File: src/rtl/program_loader.sv
// program_loader
// Receives a program as a byte stream (LEN, N instruction bytes, CHK) over a
// valid/ready handshake and writes it into the CPU instruction memory. The
// CPU is held in reset for the whole load and released only once the length
// is legal and the checksum (8-bit sum of the instruction bytes) matches.
// A start pulse in DONE or ERROR re-arms the loader without a global reset.
//
// Handshake: a byte transfers on a rising edge where rx_valid && rx_ready.
// rx_ready is registered and depends only on state, never on rx_valid, so
// the sender may hold or drop rx_valid at will; a low rx_valid is a bubble.
//
// Ports:
//   clk, reset   system clock, synchronous active-high reset
//   start        one-cycle re-arm pulse (honoured only in DONE / ERROR)
//   rx_data      incoming stream byte
//   rx_valid     rx_data valid
//   rx_ready     loader accepts a byte this cycle
//   imem_we      one-cycle write pulse per instruction byte
//   imem_addr    write address
//   imem_wdata   write data
//   cpu_reset    CPU reset, low only in DONE
//   load_done    high while in DONE
//   load_error   high while in ERROR
//   fsm_state    current FSM state (IDLE=0 LOAD=1 CHECK=2 DONE=3 ERROR=4)
module program_loader #(
  parameter int DEPTH  = 16,
  parameter int ADDR_W = 4
) (
  input  logic              clk,
  input  logic              reset,
  input  logic              start,
  input  logic [7:0]        rx_data,
  input  logic              rx_valid,
  output logic              rx_ready,
  output logic              imem_we,
  output logic [ADDR_W-1:0] imem_addr,
  output logic [7:0]        imem_wdata,
  output logic              cpu_reset,
  output logic              load_done,
  output logic              load_error,
  output logic [2:0]        fsm_state
);

  // One extra bit so the counter and stored length can represent DEPTH itself.
  localparam int CNT_W = ADDR_W + 1;
  localparam logic [7:0] DEPTH_B = 8'(DEPTH);

  typedef enum logic [2:0] {
    IDLE  = 3'd0,
    LOAD  = 3'd1,
    CHECK = 3'd2,
    DONE  = 3'd3,
    ERROR = 3'd4
  } state_t;

  state_t           state;
  logic [CNT_W-1:0] len;
  logic [CNT_W-1:0] count;
  logic [7:0]       sum;
  logic             accept;

  assign accept    = rx_valid && rx_ready;
  assign fsm_state = state;

  // rx_ready, cpu_reset, load_done and load_error are registered alongside
  // the state transition, so each one already reflects the state being
  // entered on the same edge.
  always_ff @(posedge clk) begin
    if (reset) begin
      state      <= IDLE;
      rx_ready   <= 1'b0;
      imem_we    <= 1'b0;
      imem_addr  <= '0;
      imem_wdata <= '0;
      cpu_reset  <= 1'b1;
      load_done  <= 1'b0;
      load_error <= 1'b0;
      len        <= '0;
      count      <= '0;
      sum        <= '0;
    end else begin
      imem_we <= 1'b0;
      case (state)
        IDLE: begin
          rx_ready <= 1'b1;
          if (accept) begin
            if (rx_data != 8'd0 && rx_data <= DEPTH_B) begin
              len   <= rx_data[CNT_W-1:0];
              count <= '0;
              sum   <= '0;
              state <= LOAD;
            end else begin
              state      <= ERROR;
              rx_ready   <= 1'b0;
              load_error <= 1'b1;
            end
          end
        end

        LOAD: begin
          if (accept) begin
            imem_we    <= 1'b1;
            imem_addr  <= count[ADDR_W-1:0];
            imem_wdata <= rx_data;
            sum        <= sum + rx_data;
            count      <= count + CNT_W'(1);
            if (count + CNT_W'(1) == len) begin
              state <= CHECK;
            end
          end
        end

        CHECK: begin
          if (accept) begin
            rx_ready <= 1'b0;
            if (rx_data == sum) begin
              state     <= DONE;
              cpu_reset <= 1'b0;
              load_done <= 1'b1;
            end else begin
              state      <= ERROR;
              load_error <= 1'b1;
            end
          end
        end

        DONE, ERROR: begin
          // rx_ready is already low here, so a byte presented together with
          // start is never consumed.
          if (start) begin
            state      <= IDLE;
            rx_ready   <= 1'b1;
            cpu_reset  <= 1'b1;
            load_done  <= 1'b0;
            load_error <= 1'b0;
          end
        end

        default: begin
          state      <= IDLE;
          rx_ready   <= 1'b0;
          cpu_reset  <= 1'b1;
          load_done  <= 1'b0;
          load_error <= 1'b0;
        end
      endcase
    end
  end

endmodule
File: config.mk
export PLATFORM = sky130hd
export DESIGN_NAME = program_loader
export DESIGN_NICKNAME = d
export VERILOG_FILES = /design/src/rtl/program_loader.sv
export SDC_FILE = /design/constraint.sdc
export NUM_CORES = 1
export LEC_CHECK = 0
export CORE_MARGIN = 1.5
export CORE_UTILIZATION = 48
export CTS_CLUSTER_DIAMETER = 100
export CTS_CLUSTER_SIZE = 24
export DETAILED_ROUTE_END_ITERATION = 8
export GPL_TIMING_DRIVEN = 0
export PLACE_DENSITY = 0.77
export SLEW_MARGIN = 20
export SYNTH_ARGS = -nofsm -noshare
export SYNTH_HDL_FRONTEND = slang
export SYNTH_SLANG_ARGS = --single-unit
File: constraint.sdc
create_clock -name clk -period 2.6 [get_ports clk]
set_input_delay 0.65 -clock clk [delete_from_list [all_inputs] [get_ports clk]]
set_output_delay 0.65 -clock clk [all_outputs]
set_load 0.005 [all_outputs]
Word-level counts from Yosys, hierarchy flattened
Index checks and enable logic that the tools add are counted.
{"block": "totals", "register_bits": 38, "in_bits": 12, "out_inout_bits": 20}
{"block": "op_classes", "add_sub_neg": 2, "magnitude_cmp": 1, "n_eq_ne": 15, "mux": 34, "bitwise_logic": 2, "n_reduce_logical": 15}
{"operator": "8-bit 2-to-1 mux", "n": 3}
{"operator": "3-bit 2-to-1 mux", "n": 7}
{"operator": "2-bit != test, second input constant", "n": 9}
{"operator": "8-bit one-hot mux with 2 select lines", "n": 1}
{"operator": "5-bit 2-to-1 mux", "n": 3}
{"operator": "1-bit 2-to-1 mux", "n": 14}
{"operator": "3-bit one-hot mux with 4 select lines", "n": 1}
{"operator": "5-bit one-hot mux with 2 select lines", "n": 1}
{"operator": "8-bit adder", "n": 1}
{"operator": "8-bit equality test", "n": 1}
{"operator": "8-bit by 5-bit <= comparator with 1-bit output, second input constant", "n": 1}
{"operator": "1-bit one-hot mux with 4 select lines", "n": 2}
{"operator": "4-bit AND reduction", "n": 2}
{"operator": "8-bit nonzero test", "n": 1}
{"operator": "3-bit by 2-bit equality test with 1-bit output, second input constant", "n": 2}
{"operator": "1-bit one-hot mux with 3 select lines", "n": 2}
{"operator": "3-bit AND reduction", "n": 2}
{"operator": "6-bit AND reduction", "n": 1}
{"operator": "2-bit OR reduction", "n": 3}
{"operator": "5-bit by 1-bit adder with 5-bit output, second input constant", "n": 1}
{"operator": "5-bit equality test", "n": 1}
{"operator": "5-bit AND reduction", "n": 1}
{"operator": "3-bit by 1-bit equality test with 1-bit output, second input constant", "n": 1}
{"operator": "3-bit equality test, second input constant", "n": 1}
{"operator": "other kinds (5)", "n": 7}

Depth between registers and ports, before layout
Gate-level depths: netlist of the first run.
{"block": "logic_depth", "ltp_word": 5, "depth_mapped": 7, "depth_no_buf": 7}

Least setup slack after synthesis of the first run
Ideal clock, no wire load.
{"block": "synth_timing", "kind": "input-to-reg", "startpoint": "input rx_data[3]", "endpoint": "register sum[7]", "setup_ns": 0.074, "arrival_time_ns": 2.374, "required_time_ns": 2.526, "slack_ns": 0.152, "stages": 6, "path_buffers": 0, "path_cell_list": "ha_1 and2_4 a221o_1 o2111a_1 or4_1 a31oi_1"}
{"block": "synth_between", "elab_chain_cells": 4, "elab_cells_between_ends": 8, "classes_between": "add/sub: 1; order compare: 1; eq/ne: 1; mux: 2; reduce/logical: 3"}
{"element": "start: declaration", "line": "32", "rtl": "input logic [7:0] rx_data,"}
{"element": "8-bit by 5-bit <= comparator with 1-bit output / 8-bit nonzero test (equally long branches)", "line": "87", "rtl": "if (rx_data != 8'd0 && rx_data <= DEPTH_B) begin"}
{"element": "1-bit logical AND", "line": "87"}
{"element": "2-bit != test (no line)"}
{"element": "4-bit AND reduction (no line)"}
{"element": "end signal: assignment", "line": "105", "rtl": "sum <= sum + rx_data;"}
{"element": "end: declaration", "line": "59", "rtl": "logic [7:0] sum;"}
Parallel ways exist; a longest one is shown, timed or not. The select of a mux whose other input is x is not followed.
A chain may end at the register's enable or synchronous reset.

Worst setup path in the final report of the first run
{"block": "layout_timing", "startpoint": "input rx_data[4]", "endpoint": "register sum[7]"}
Same word-level chain as after synthesis.

==> results_dict.tcl, run 1 <==
set metrics [dict create \
    nets 298 \
    drt.antenna.violating_nets 0 \
    rrSetupSlack_ns 0.43 \
    grt.total_usage 0.234 \
    grt_remaining_overflow 0 \
    postCtsSetupBuffers 0 \
    start_util 0.497 \
    holdCritPathClass "flip-flop to flip-flop" \
    synth_area_sq_mm 0.00199 \
    crit_fanout 5 \
    mostFrequentLayoutCell "dfxtp_1" \
    ir_drop_v 0.000335 \
    reg2reg_depth 6 \
    htree_num_levels 2 \
    outcome "complete, no violations" \
    final_area_sq_mm 0.00251 \
    seq_area_frac_synth 0.382 \
    maxSlewViolCount 0 \
    cts_tree "done" \
    final_cell_mix "dfxtp_1, nand2_1, a21oi_1" \
    syn-num-nets 262 \
    r2r_end "sum[7]" \
    num_vias 1885 \
    dieArea_sq_mm 0.00454 \
    cts_buffer_depth 2 \
    powerDensity_mw_per_mm2 599 \
    critPathKind "primary input to flip-flop" \
    grt_pass1_wl_mm 8.02 \
    root_buffer "clkbuf_8" \
    seq_area_sq_um 761 \
    period_needed_ns 2.53 \
    dr.pass1.iters 5 \
    core_area_sq_mm 0.00400 \
    arrival_ns 2.76 \
    cp-end-kind "flip-flop" \
    rsz0062_at_grt "false" \
    hold_viol_final 0 \
    critPathCapture "sum[7]" \
    synth-main-ff-cell "dfxtp_1" \
    portBuffers 29 \
    gp_congestion 0.872 \
    num_rows 23 \
    crit_path_start "rx_data[4]" \
    wirelength_mm 4.81 \
    avgSynthCellArea_sq_um 8.25 \
    multiInputGateArea_sq_mm 0.00121 \
    syn_to_final_growth_pct 26.4 \
    synthCells 241 \
    timing.fmax_mhz 395 \
    drc 0 \
    required_ns 2.82 \
    post-route-period-util 0.974 \
    die_h_um 67.4 \
    routedWlPerCell_um 14.7 \
    dpl_cell_area_sq_mm 0.00234 \
    ys_warn_count 0 \
    nFillCells 356 \
    grt_max_degree 14 \
    utilization 0.629 \
    p_leak_nw 0.905 \
    worst_clock_skew_ns 0.00496 \
    drt_iter0_markers 82 \
    ys_ff_latch 38 \
    drt-vias-per-instance 5.75 \
    cts_made_buffers 5 \
    insertedDiodeCount 0 \
    worst_pin_slew_ns 0.599 \
    drive_above_1_share 0.0827 \
    path_clk_slew_ns 0.08 \
    drv_cap 0 \
    postSynth.asyncResetShare 0 \
    cp-start-kind "primary input" \
    antenna_found_initial 0 \
    slew_headroom 0.600 \
    ys_types 50 \
    die_w_um 67.4 \
    synth_edf_count 0 \
    cts.sinks 38 \
    io_pins 32 \
    place_hpwl_mm 3.45 \
    r2r-start "sum[3]" \
    setup_viol 0 \
    clk-insertion-delay-late_ns 0.29 \
    first_global_vias 1698 \
]
-- synthesized netlist by cell type, types with 3 or more instances --
cell type | n | share of area
a22oi_1 | 6 | 0.023
clkbuf_1 | 10 | 0.019
a21o_1 | 4 | 0.015
ha_1 | 8 | 0.050
a31oi_1 | 3 | 0.0094
mux2i_1 | 6 | 0.030
xnor2_1 | 7 | 0.031
nor2_1 | 23 | 0.043
nand2b_1 | 4 | 0.013
o21ai_0 | 10 | 0.025
nand2_1 | 37 | 0.070
dfxtp_1 | 38 | 0.38
xor2_1 | 3 | 0.013
nand3_1 | 4 | 0.010
a21oi_1 | 28 | 0.070
inv_1 | 4 | 0.0075
nor4_1 | 4 | 0.013
-- critical path, cell delays in order --
cell	delay, ns
dlygate4sd2_1	0.36
ha_4	0.27
and2_4	0.14
a221o_1	0.37
o2111a_1	0.29
or4_1	0.51
a31oi_1	0.17
-- timing repair --
action                     4_1_cts  5_1_grt
hold buffers                     0        0
resized for setup                6        7
pin swaps                        0        0
setup endpoints to repair        3       13
-- worst min-delay path by stage --
stage | slack, ns | start | cells after the start | endpoint
global placement | 0.44 | load_error | 2 | load_error
finish | 0.45 | imem_addr[0] | 2 | imem_addr[0]
floorplan | 0.45 | load_error | 2 | load_error
CTS | 0.46 | imem_addr[0] | 2 | imem_addr[0]
detailed placement | 0.45 | imem_addr[0] | 2 | imem_addr[0]
global route | 0.48 | imem_addr[2] | 2 | imem_addr[2]
-- report_power, final --
part / switching (mW) / internal, mW / total, mW
sequential: 0.0341 / 0.614 / 0.648
clock: 0.227 / 0.285 / 0.512
combinational: 0.193 / 0.153 / 0.347
-- metal layers --
layer	global-route usage	vias to the layer above	wire length, um
met5	0	-	0
li1	-	936	-
met3	0.0583	6	186
met1	0.306	897	2310
met2	0.376	46	2260
met4	0.0765	0	48
-- kinds of logic after synthesis --
group                    synth area share
adder cells (fa/ha/maj)            0.0604
AO/OA/AOI/OAI                       0.218
XOR/XNOR                           0.0440
buffers and inverters              0.0402
AND/OR/NAND/NOR                     0.225
flip-flops                          0.382
multiplexers                       0.0302
-- state kept, by name (all words and copies together), names as in the netlist --
signal,cells
imem_we,1
load_error,1
rx_ready,1
cpu_reset,1
sum,8
imem_wdata,8
count,5
load_done,1
len,5
fsm_state,3
imem_addr,4
-- stage by stage --
| step | TNS (ns) | worst slack (ns) | hold slack [ns] | instances | power (mW) |
|---|---|---|---|---|---|
| 6_report | 0 | 0.0666 | 0.455 | 328 | 1.51 |
| 5_1_grt | 0 | 0.0134 | 0.480 | 328 | 1.59 |
| 4_1_cts | 0 | 0.0413 | 0.457 | 328 | 1.51 |
| 3_5_place_dp | -4.91 | -0.542 | 0.446 | 320 | 0.996 |
| 3_3_place_gp | -4.67 | -0.495 | 0.443 | 320 | 0.991 |
| 2_1_floorplan | 0 | 0.152 | 0.448 | 241 | 0.865 |
-- cell type report --
cell class                      instances  area share
Multi-Input combinational cell        186       0.480
Clock buffer                            5      0.0274
Timing Repair Buffer                   29       0.116
Buffer                                 13      0.0259
Sequential cell                        38       0.302
Clock inverter                          3      0.0179
Tap cell                               50      0.0249
Inverter                                4     0.00597
Power figures use the tool's default switching activity.
==> run 2: changes to the inputs <==
--- a/config.mk
+++ b/config.mk
@@ -5,6 +5,7 @@
 export SDC_FILE = /design/constraint.sdc
 export NUM_CORES = 1
 export LEC_CHECK = 0
+export CAP_MARGIN = 20
 export CORE_MARGIN = 1.5
 export CORE_UTILIZATION = 48
 export CTS_CLUSTER_DIAMETER = 100
==> results of run 2 <==
Same layout as run 1: the final DEF is identical, and so are final timing and power.
==> run 3: changes to the inputs <==
--- a/config.mk
+++ b/config.mk
@@ -8,11 +8,13 @@
 export CAP_MARGIN = 20
 export CORE_MARGIN = 1.5
 export CORE_UTILIZATION = 48
+export CTS_BUF_LIST = sky130_fd_sc_hd__clkbuf_16
 export CTS_CLUSTER_DIAMETER = 100
 export CTS_CLUSTER_SIZE = 24
 export DETAILED_ROUTE_END_ITERATION = 8
 export GPL_TIMING_DRIVEN = 0
 export PLACE_DENSITY = 0.77
+export SKIP_LAST_GASP = 1
 export SLEW_MARGIN = 20
 export SYNTH_ARGS = -nofsm -noshare
 export SYNTH_HDL_FRONTEND = slang
==> results_dict.tcl, run 3 (synthesized netlist as in run 1, its figures left out) <==
set metrics [dict create \
    syn_to_final_growth_pct 29.2 \
    cp-end-kind "flip-flop" \
    worst_pin_slew_ns 0.623 \
    die_h_um 67.4 \
    drt-vias-per-instance 5.77 \
    drt_iter0_markers 119 \
    grt_max_degree 14 \
    cp_top_family "compound AO/OA/AOI/OAI gates" \
    crit_buf_inv 1 \
    wirelength_mm 4.91 \
    mostFrequentLayoutCell "dfxtp_1" \
    setup_tns_ns 0 \
    grt_remaining_overflow 0 \
    critPathKind "primary input to flip-flop" \
    post-route-period-util 0.972 \
    grt.total_usage 0.232 \
    io_pins 32 \
    arrival_ns 2.74 \
    timing.fmax_mhz 396 \
    dpl_cell_area_sq_mm 0.00234 \
    nets 298 \
    period_needed_ns 2.53 \
    insertedDiodeCount 0 \
    setup_viol 0 \
    drc 0 \
    cp_slowest_cell "or4_1" \
    portBuffers 29 \
    powerDensity_mw_per_mm2 659 \
    cts_tree "done" \
    gp_congestion 0.872 \
    antenna_found_initial 0 \
    maxSlewViolCount 0 \
    whs_path_depth 2 \
    hold_viol_final 0 \
    dr.pass1.iters 4 \
    routedWlPerCell_um 15.0 \
    slowest_delay_ns 0.51 \
    power.total_mw 1.69 \
    core_area_sq_mm 0.00400 \
    num_rows 23 \
    cp-start-kind "primary input" \
    path_cells "dlygate4sd2_1 > ha_4 > and2_4 > a221o_1 > o2111a_1 > or4_1 > a31oi_1" \
    drive_above_1_share 0.0827 \
    required_ns 2.81 \
    dieArea_sq_mm 0.00454 \
    rsz0062_at_grt "false" \
    slew_headroom 0.584 \
    htree_num_levels 2 \
    cts.sinks 38 \
    reg2reg_depth 6 \
    die_w_um 67.4 \
    outcome "complete, no violations" \
    ir_drop_v 0.000410 \
    drv_cap 0 \
    clk-insertion-delay-late_ns 0.28 \
    cts_buffer_depth 2 \
    drt.antenna.violating_nets 0 \
    start_util 0.497 \
    grt_pass1_wl_mm 7.92 \
    final_area_sq_mm 0.00257 \
    crit_fanout 5 \
    root_buffer "clkbuf_16" \
    place_hpwl_mm 3.45 \
    postCtsSetupBuffers 0 \
    first_global_vias 1708 \
    final_cell_mix "dfxtp_1, nand2_1, a21oi_1" \
    path_clk_slew_ns 0.06 \
    num_vias 1891 \
    reg.largest.list "imem_wdata: 8 flops, sum: 8 flops" \
    p_leak_nw 0.931 \
    crit_cells 7 \
    holdCritPathClass "flip-flop to flip-flop" \
    rrSetupSlack_ns 0.45 \
    cts_made_buffers 5 \
    worst_clock_skew_ns 0.00532 \
]
==> run 3: cell counts in the layout (fill, tap and decap cells not counted) <==
Identical to the previous run, type by type.
==> run 3: worst paths after layout <==
path,from,endpoint
setup / recovery,rx_data[4],sum[7]
hold / removal,imem_addr[0],imem_addr[0]
setup reg to reg,sum[3],sum[7]
hold reg to reg,imem_addr[0],imem_addr[0]
==> run 3: where the power goes <==
group	switching, mW	total, mW	internal (mW)
logic	0.193	0.347	0.153
clock network	0.246	0.698	0.452
registers	0.0346	0.649	0.615
==> run 3: routing by layer <==
layer | global-route usage | part of all wire
met1 | 0.292 | 0.46
met2 | 0.377 | 0.47
met3 | 0.0683 | 0.051
met4 | 0.0842 | 0.015
met5 | 0 | 0
==> run 3: metrics by stage <==
step | hold slack (ns) | util | setup WS (ns) | std cells
final | 0.452 | 0.643 | 0.0721 | 328
after global routing | 0.476 | 0.643 | 0.00620 | 328
after CTS | 0.454 | 0.634 | 0.0202 | 328
after detailed placement | 0.446 | 0.586 | -0.542 | 320
after global placement | 0.443 | 0.586 | -0.495 | 320
after floorplan | 0.448 | - | 0.152 | 241
==> run 3: final cells by class <==
class / instances / area, sq um
buffer: 13 / 65.1
multi-input combinational: 186 / 1210
sequential: 38 / 761
inverter: 4 / 15.0
clock inverter: 3 / 45.0
fill: 349 / 1430
timing repair buffer: 29 / 292
tap: 50 / 62.6
clock buffer: 5 / 125
==> run 3: repair_timing <==
item | 4_1_cts | 5_1_grt
gates resized for setup | 6 | 7
hold buffers | 0 | 0
cloned | 0 | 0
setup endpoints to repair | 9 | 15
==> run 3: worst reg2reg max path, stage by stage, from the launching register on <==
cell and delay [ns]:
dfxtp_1 0.37, ha_4 0.23, and2_4 0.16, a221o_1 0.36, o2111a_1 0.28, or4_1 0.51
a31oi_1 0.17
